==> src/rtl/dreg_bank.sv <==
// dreg_bank: CHANNELS independent WIDTH-bit enabled registers with true/complement outputs,
// optional transparent flow-through, change pulses and a saturating update counter.
// Optional feature: define DREG_BANK_PARITY_EN to add the per-channel parity output 'par'.
module dreg_bank #(
  parameter int WIDTH    = 8,
  parameter int CHANNELS = 4,
  parameter int CNT_W    = 8
) (
  input  logic                      clk,
  input  logic                      rst_n,
  input  logic [CHANNELS-1:0]       En,
  input  logic [CHANNELS*WIDTH-1:0] D,
  input  logic                      mode,
  input  logic                      cnt_clr,
  output logic [CHANNELS*WIDTH-1:0] Q,
  output logic [CHANNELS*WIDTH-1:0] not_Q,
  output logic [CHANNELS-1:0]       changed,
  output logic [CNT_W-1:0]          upd_count
`ifdef DREG_BANK_PARITY_EN
  ,
  output logic [CHANNELS-1:0]       par
`endif
);

  // The extra headroom bits let the sum exceed MAX without wrapping before saturation.
  localparam int SUM_W = CNT_W + $clog2(CHANNELS + 1);
  localparam logic [SUM_W-1:0] MAX = {{(SUM_W - CNT_W){1'b0}}, {CNT_W{1'b1}}};

  logic [CHANNELS*WIDTH-1:0] stored;
  logic [CHANNELS*WIDTH-1:0] next_stored;
  logic [CHANNELS-1:0]       chg;
  logic [SUM_W-1:0]          n_chg;
  logic [SUM_W-1:0]          cnt_sum;
  logic [CNT_W-1:0]          cnt_next;
`ifdef DREG_BANK_PARITY_EN
  logic [CHANNELS-1:0]       next_par;
`endif

  always_comb begin
    next_stored = stored;
    chg         = '0;
    n_chg       = '0;
    for (int i = 0; i < CHANNELS; i++) begin
      if (En[i]) begin
        next_stored[i*WIDTH +: WIDTH] = D[i*WIDTH +: WIDTH];
        chg[i] = (D[i*WIDTH +: WIDTH] != stored[i*WIDTH +: WIDTH]);
      end
      n_chg = n_chg + SUM_W'(chg[i]);
    end
    cnt_sum  = (cnt_clr ? '0 : SUM_W'(upd_count)) + n_chg;
    cnt_next = (cnt_sum > MAX) ? {CNT_W{1'b1}} : cnt_sum[CNT_W-1:0];
  end

`ifdef DREG_BANK_PARITY_EN
  always_comb begin
    next_par = '0;
    for (int i = 0; i < CHANNELS; i++) begin
      next_par[i] = ^next_stored[i*WIDTH +: WIDTH];
    end
  end
`endif

  always_ff @(posedge clk) begin
    if (!rst_n) begin
      stored    <= '0;
      changed   <= '0;
      upd_count <= '0;
`ifdef DREG_BANK_PARITY_EN
      par       <= '0;
`endif
    end else begin
      stored    <= next_stored;
      changed   <= chg;
      upd_count <= cnt_next;
`ifdef DREG_BANK_PARITY_EN
      par       <= next_par;
`endif
    end
  end

  // Transparent channels bypass storage only while enabled and out of reset.
  always_comb begin
    Q = stored;
    for (int i = 0; i < CHANNELS; i++) begin
      if (mode && En[i] && rst_n) begin
        Q[i*WIDTH +: WIDTH] = D[i*WIDTH +: WIDTH];
      end
    end
  end

  assign not_Q = ~Q;

endmodule

==> config.mk <==
export PLATFORM = sky130hd
export DESIGN_NAME = dreg_bank
export DESIGN_NICKNAME = d
export VERILOG_FILES = /design/src/rtl/dreg_bank.sv
export SDC_FILE = /design/constraint.sdc
export NUM_CORES = 1
export LEC_CHECK = 0
export CORE_MARGIN = 3
export CORE_UTILIZATION = 45
export CTS_BUF_LIST = sky130_fd_sc_hd__clkbuf_16
export DETAILED_ROUTE_END_ITERATION = 8
export DONT_BUFFER_PORTS = 1
export GPL_TIMING_DRIVEN = 0
export HOLD_SLACK_MARGIN = 0.05
export MAX_ROUTING_LAYER = met4
export SYNTH_ARGS = -nofsm -noshare
export SYNTH_HDL_FRONTEND = slang
export SYNTH_SLANG_ARGS = --single-unit
==> constraint.sdc <==
create_clock -name clk -period 2.9 [get_ports clk]
set_clock_uncertainty 0.05 [all_clocks]
set_input_delay 0.435 -clock clk [delete_from_list [all_inputs] [get_ports clk]]
set_output_delay 0.435 -clock clk [all_outputs]
set_load 0.05 [all_outputs]
==> After elaboration in Yosys (flattened, before gate mapping) <==
Index checks and enable logic that the tools add are counted.
{ "classes": {"shift": 0, "n_reduce_logical": 8, "order_cmp": 1, "n_div": 0, "n_eq_ne": 4, "muxes": 10, "addsub": 4, "bitwise_logic": 1, "multipliers": 0} }
{ "op_table": {"columns": ["cell", "n"], "rows": [
  ["2-to-1 mux 8 bit", 6],
  ["inequality test 8 bit", 4],
  ["NOT 32 bit", 1],
  ["adder 8 x 4 -> 9 bit", 1],
  ["greater-than comparator 9 x 8 -> 1 bit, second input constant", 1],
  ["logical AND 1 bit", 8],
  ["adder 3 x 1 -> 4 bit", 1],
  ["2-to-1 mux 1 bit", 4],
  ["adder 2 x 1 -> 3 bit", 1],
  ["adder 1 x 1 -> 2 bit", 1]
]} }
{ "word_totals": {"latch_bits": 0, "ram_bits": 0, "romBits": 0, "in_bits": 40, "register_bits": 44, "memories": 0, "word_cells": 34, "output_inout_bits": 76} }

==> Longest topological paths before layout <==
Gate-level depths: netlist (run 1).
{ "logic_depth": {"word_depth": 8, "ltp_mapped": 10, "depth_no_buf": 10} }

==> Worst setup path before layout (run 1) <==
No wires, ideal clock.
{ "synth_timing": {"path_kind": "input-to-reg", "start": "in En[1]", "end": "reg upd_count[2]", "setup_time_ns": 0.115, "t_required_ns": 2.735, "arrival_time_ns": 2.756, "setup_slack_ns": -0.020, "cell_stages": 9, "cell_sequence": "buf_2 > o21ai_0 > fa_1 > inv_1 > fa_1 > fa_1 > and2_1 > and3_1 > o21a_1"} }
{ "synth_between": {"elab_chain_cells": 7} }
{ "synth_rtl": {"columns": ["item", "line", "rtl"], "rows": [
  ["from (decl)", "11", "input logic [CHANNELS-1:0] En,"],
  ["2-to-1 mux 1 bit *", "44", "if (En[i]) begin"],
  ["adder 1 x 1 -> 2 bit *", "48", "n_chg = n_chg + SUM_W'(chg[i]);"],
  ["adder 2 x 1 -> 3 bit *", "48", null],
  ["adder 3 x 1 -> 4 bit *", "48", null],
  ["adder 8 x 4 -> 9 bit *", "50", "cnt_sum = (cnt_clr ? '0 : SUM_W'(upd_count)) + n_chg;"],
  ["greater-than comparator 9 x 8 -> 1 bit", "51", "cnt_next = (cnt_sum > MAX) ? {CNT_W{1'b1}} : cnt_sum[CNT_W-1:0];"],
  ["2-to-1 mux 8 bit *", "51", null],
  ["to (signal assigned)", "74", "upd_count <= cnt_next;"],
  ["to (decl)", "18", "output logic [CNT_W-1:0] upd_count"]
]} }
Mark *: on every way between the ends. The rest lies on a longest branch, timed or not.
A chain may end at the register's enable or synchronous reset.

==> Worst setup path after layout (run 1) <==
{ "layout_timing": {"start": "in rst_n", "end": "out Q[8]"} }
{ "layout_between": {"elab_chain_cells": 2} }
{ "layout_rtl": {"columns": ["item", "line", "rtl"], "rows": [
  ["from (decl)", "10", "input logic rst_n,"],
  ["logical AND 1 bit", "85", "if (mode && En[i] && rst_n) begin"],
  ["2-to-1 mux 8 bit", "85", null],
  ["to (decl)", "15", "output logic [CHANNELS*WIDTH-1:0] Q,"]
]} }
Every way passes these cells.

==> results.sh, run 1 <==
export IMPL_status="finished, violations left"
export IMPL_violations="negative setup slack"
export IMPL_antenna_found_initial=0
export IMPL_ir_drop_v=0.000406
export IMPL_grt_ovfl_total=0
export IMPL_grt_pass1_wl_um=8340
export IMPL_drive_above_1_share_pct=18.8
export IMPL_ant_nets=0
export IMPL_die_w_um=82.2
export IMPL_clock_latency_ns=0.28
export IMPL_multi_input_area_um2=1640
export IMPL_power_density_nw_per_um2=590
export IMPL_hold_worst_slack_ns=0.252
export IMPL_worst_path_max_fanout=8
export IMPL_dp_hpwl_um=4190
export IMPL_synth_cell_types=34
export IMPL_syn_inst=279
export IMPL_final_util_pct=53.0
export IMPL_cp_start_kind="input port"
export IMPL_slew_violations=0
export IMPL_critPathKind="in2out"
export IMPL_place_ws_ns=-0.186
export IMPL_core_area_um2=5570
export IMPL_fp_row_count=27
export IMPL_nFillCells=537
export IMPL_cts_tree="yes"
export IMPL_relSlewSlack_pct=19.7
export IMPL_drc=0
export IMPL_layout_area_seq_um2=882
export IMPL_synth_seq_cells=44
export IMPL_max_freq_ghz=0.344
export IMPL_critPathRequiredTime_ns=2.41
export IMPL_ys_warn_count=0
export IMPL_hp_class="in2reg"
export IMPL_final_nets=331
export IMPL_worst_pin_slew_ns=1.17
export IMPL_h_tree_depth=2
export IMPL_finalPower_uw=1740
export IMPL_fin_crit_ns=2.90
export IMPL_viasPerCell=5.37
export IMPL_period_share_pct=100
export IMPL_cts_buffers=5
export IMPL_yosysSeqAreaShare_pct=33.7
export IMPL_clk_pin_slew_worst_paths_ns=0.06
export IMPL_gp_congestion=0.754
export IMPL_vias=1928
export IMPL_wl_um=5640
export IMPL_fin_area_um2=2950
export IMPL_synthToLayoutAreaGrowth_pct=13.0
export IMPL_rsz0062_at_grt="true"
export IMPL_setup_viol=2
export IMPL_antenna_cells=0
export IMPL_max_cap_viol_count=0
export IMPL_drt_iter0_markers=68
export IMPL_die_area_um2=6760
export IMPL_io_pin_count=116
export IMPL_clock_root_buffer="clkbuf_16"
export IMPL_syn_area_um2=2610
export IMPL_track_usage_pct=16.6
export IMPL_grt_start_max_net_pins=13
export IMPL_io_buffers=0
export IMPL_hold_viol=0
export IMPL_routedWlPerCell_um=15.7
export IMPL_avgSynthCellArea_um2=9.36
export IMPL_first_global_vias=1746
export IMPL_clkSinkCount=44
export IMPL_p_leak_uw=0.00148
export IMPL_setup_slack_ns=-0.00403
export IMPL_syn_nets=323
export IMPL_dr_pass1_iters=6
export IMPL_cp_arrival_ns=2.42
export IMPL_postPlaceCellArea_um2=2710
export IMPL_clk_path_buf_depth=2
export IMPL_cp_end_kind="output port"
export IMPL_die_y_um=82.2
export IMPL_start_util_pct=46.9
## synth_stat cells, drive strengths merged
cell,count,area [µm²]
o21a,3,22.5
xor2,9,78.8
dfxtp,44,881
a32oi,1,8.76
or4,2,15.0
nor2,33,124
a21boi,1,7.51
nand2b,2,12.5
a311oi,2,17.5
o211ai,2,15.0
and3,2,12.5
nand2,3,11.3
nor4,2,12.5
inv,38,143
o21ai,4,20.0
nand3,6,50.1
ha,1,12.5
and2,2,12.5
xnor2,25,219
and2b,3,22.5
a21oi,2,10.0
o211a,3,30.0
mux2i,64,641
buf,10,56.3
and3b,1,8.76
o32a,1,10.0
nand4,7,43.8
fa,3,60.1
nand3b,1,20.0
nand4b,1,23.8
and4b,1,11.3
## placed cells by master (no fill, tap or decap), types with 4 or more instances in the layout
| master | count |
|---|---|
| dfxtp_1 | 43 |
| mux2i_1 | 38 |
| inv_1 | 37 |
| nor2_1 | 33 |
| mux2i_2 | 26 |
| xnor2_1 | 25 |
| xor2_1 | 9 |
| buf_2 | 8 |
| nand4_1 | 7 |
| clkbuf_16 | 5 |
| nand3_2 | 4 |
## report_power, final
| group | internal [µW] | switching, µW | leakage (µW) |
|---|---|---|---|
| Clock | 308 | 217 | 0.0000648 |
| Combinational | 128 | 370 | 0.00105 |
| Sequential | 642 | 74.6 | 0.000363 |
| Total | 1080 | 662 | 0.00148 |
## cell type report
type,count,share of cell area (%)
Multi-Input combinational cell,187,55.5
Inverter,38,4.83
Tap cell,72,3.05
Sequential cell,44,29.9
Buffer,10,1.99
Clock inverter,2,0.254
Timing Repair Buffer,1,0.254
Clock buffer,5,4.24
## cell families after synthesis
kind of cell	Yosys count	share of synthesized area, %
and+or+nand+nor	66	14.6
xor gates and xnor gates	34	11.4
adders and majority gates	4	2.78
DFF	44	33.7
AOI/OAI and AO/OA	19	5.41
buffers and inverters	48	7.61
muxes	64	24.5
## registers in the layout (all words and copies together), names as in the netlist
register,flops
upd_count,8
stored,32
changed,4
## per-stage QoR
stage          cells  setup TNS, ns
2_1_floorplan    279              0
3_3_place_gp     351          -1.27
3_5_place_dp     351          -1.07
4_1_cts          358        -0.0553
5_1_grt          359         -0.428
6_report         359       -0.00795
## metal layers
layer	vias up	wire length [µm]	GRT usage, %
li1	947	-	-
met1	901	2500	21.3
met2	74	2600	24.7
met3	6	488	5.53
met4	0	52	4.98
met5	-	0	-
## worst paths after layout
| check | start | endpoint | slack, ns | depth (start not counted) |
|---|---|---|---|---|
| setup reg to reg | stored[10] | upd_count[2] | 0.14 | 10 |
| hold / removal | D[13] | stored[13] | 0.25 | 2 |
| setup / recovery | rst_n | Q[8] | -0.004 | 4 |
| hold reg to reg | stored[25] | stored[25] | 0.49 | 2 |
## timing repair
action,CTS,global route
gates resized for setup,6,27
hold buffers,0,0
setup endpoints to repair,11,33
setup buffers,0,1
endpoints found under the hold margin,0,0
pin swaps,0,1
gates cloned,0,0
## critical path, cell delays in order
cell	delay, ns
buf_2	0.18
nand3_2	0.30
mux2i_1	0.98
inv_1	0.52
Note: power is estimated with default switching activity, not from simulation.
==> run 2, diff against run 1 <==
CELL_PAD_IN_SITES_DETAIL_PLACEMENT = 1   (was unset)
CELL_PAD_IN_SITES_GLOBAL_PLACEMENT = 2   (was unset)
CORE_UTILIZATION = 32   (was 45)
PLACE_DENSITY_LB_ADDON = 0.1   (was unset)
==> results.sh, run 2 (synthesis results as in run 1) <==
export IMPL_io_pin_count=116
export IMPL_die_area_um2=9280
export IMPL_antenna_found_initial=0
export IMPL_internal_power_uw=1080
export IMPL_netSwitchingFraction_pct=38.5
export IMPL_setup_viol=5
export IMPL_layout_area_seq_um2=892
export IMPL_rsz0062_at_grt="true"
export IMPL_clk_pin_slew_worst_paths_ns=0.06
export IMPL_cp_end_kind="output port"
export IMPL_final_nets=331
export IMPL_clk_path_buf_depth=2
export IMPL_fp_row_count=32
export IMPL_period_share_pct=102
export IMPL_cp_arrival_ns=2.47
export IMPL_wl_um=6520
export IMPL_hold_viol=0
export IMPL_antenna_cells=0
export IMPL_pwr_share_clk_pct=30.5
export IMPL_cts_tree="yes"
export IMPL_dp_cells=381
export IMPL_slowest_stage="mux2i_1"
export IMPL_cp_start_kind="input port"
export IMPL_h_tree_depth=2
export IMPL_dp_hpwl_um=4920
export IMPL_violations="negative setup slack"
export IMPL_p_leak_uw=0.00149
export IMPL_largest_register_ffs=32
export IMPL_nFillCells=875
export IMPL_critPathKind="in2out"
export IMPL_max_freq_ghz=0.338
export IMPL_clock_root_buffer="clkbuf_16"
export IMPL_drt_iter0_markers=22
export IMPL_cts_buffers=5
export IMPL_path_cells="buf_2 > nand3_2 > mux2i_1 > inv_1"
export IMPL_mostFrequentLayoutCells="inv_1, mux2i_1, dfxtp_1"
export IMPL_ir_drop_v=0.000211
export IMPL_relSlewSlack_pct=20.1
export IMPL_die_y_um=96.4
export IMPL_core_area_um2=7810
export IMPL_dr_pass1_iters=4
export IMPL_ctsHoldBuffers=0
export IMPL_reg_top3="stored (32), upd_count (8), changed (4)"
export IMPL_final_common_cell="inv_1"
export IMPL_vias=1929
export IMPL_hp_class="in2reg"
export IMPL_hold_worst_slack_ns=0.250
export IMPL_grt_start_max_net_pins=13
export IMPL_fin_crit_ns=2.96
export IMPL_first_global_vias=1936
export IMPL_drc=0
export IMPL_fin_cells=390
export IMPL_synthToLayoutAreaGrowth_pct=15.9
export IMPL_p_sw_uw=677
export IMPL_critPathRequiredTime_ns=2.41
export IMPL_grt_pass1_wl_um=9780
export IMPL_start_util_pct=33.5
export IMPL_io_buffers=0
export IMPL_worst_path_max_fanout=8
export IMPL_p_seq_share_pct=40.8
export IMPL_max_flop_register="stored"
export IMPL_slew_violations=0
export IMPL_grt_ovfl_total=0
export IMPL_max_cap_viol_count=0
export IMPL_track_usage_pct=14.3
export IMPL_finalPower_uw=1760
export IMPL_status="finished, violations left"
export IMPL_ant_nets=0
export IMPL_multi_input_area_um2=1660
export IMPL_comb_power_share_pct=28.7
export IMPL_clock_latency_ns=0.28
export IMPL_viasPerCell=4.95
export IMPL_gp_congestion=0.700
export IMPL_routedWlPerCell_um=16.7
export IMPL_die_w_um=96.4
export IMPL_setup_slack_ns=-0.0563
export IMPL_worst_pin_slew_ns=1.16
export IMPL_power_density_nw_per_um2=582
export IMPL_drive_above_1_share_pct=23.3
export IMPL_cpPeakStageDelay_ns=0.99
export IMPL_clkSinkCount=44
-- run 2: final timing paths --
kind         startpoint      endpoint  cells after the start  slack (ns)
max               rst_n          Q[9]                      4       -0.06
min                D[4]     stored[4]                      2        0.25
max reg2reg  stored[24]  upd_count[6]                     10        0.16
min reg2reg  stored[13]    stored[13]                      2        0.46
-- run 2: what timing repair did --
action	4_1_cts	5_1_grt
setup endpoints to repair	29	19
pin swaps	0	5
setup buffers	0	1
resized for setup	26	20
-- run 2: area by class of cell --
type,count,area share [%]
clock inverter,3,0.372
tap,102,4.22
multi-input combinational,187,54.9
clock buffer,5,4.13
sequential,44,29.5
inverter,38,4.71
buffer,10,1.94
timing repair buffer,1,0.248
-- run 2: metrics by stage --
stage	utilization [%]	worst slack, ns	cell area, µm²	TNS (ns)
floorplan	-	0.0180	2620	0
global placement	35.1	-0.283	2740	-2.19
detailed placement	35.1	-0.250	2740	-1.99
CTS	37.9	-0.0822	2960	-0.446
global route	38.8	-0.152	3030	-0.663
finish	38.8	-0.0563	3030	-0.166
-- run 2: worst max-delay path: cells and delay by family --
family,cells,cell delay (ns)
buffers and inverters,2,0.71
multiplexers,1,0.99
AND/OR/NAND/NOR,1,0.33
-- run 2: metal layers --
metal / vias to the layer above / track usage, % / wire length (µm)
met5: - / - / 0
li1: 943 / - / -
met2: 71 / 21.8 / 2920
met3: 7 / 5.24 / 520
met1: 908 / 18.1 / 3040
met4: 0 / 3.50 / 49
-- run 2: power groups by stage --
stage	clock [µW]	combinational, µW	sequential (µW)
after detailed placement	0	485	728
after CTS	559	501	718
after global routing	589	541	726
after floorplan	0	440	718
final	537	505	719
after global placement	0	484	726
==> run 3, diff against run 2 <==
ABC_CLOCK_PERIOD_IN_PS = 2900   (was unset)
==> results of run 3 <==
No change in the layout: final DEF, timing and power equal those of run 2.
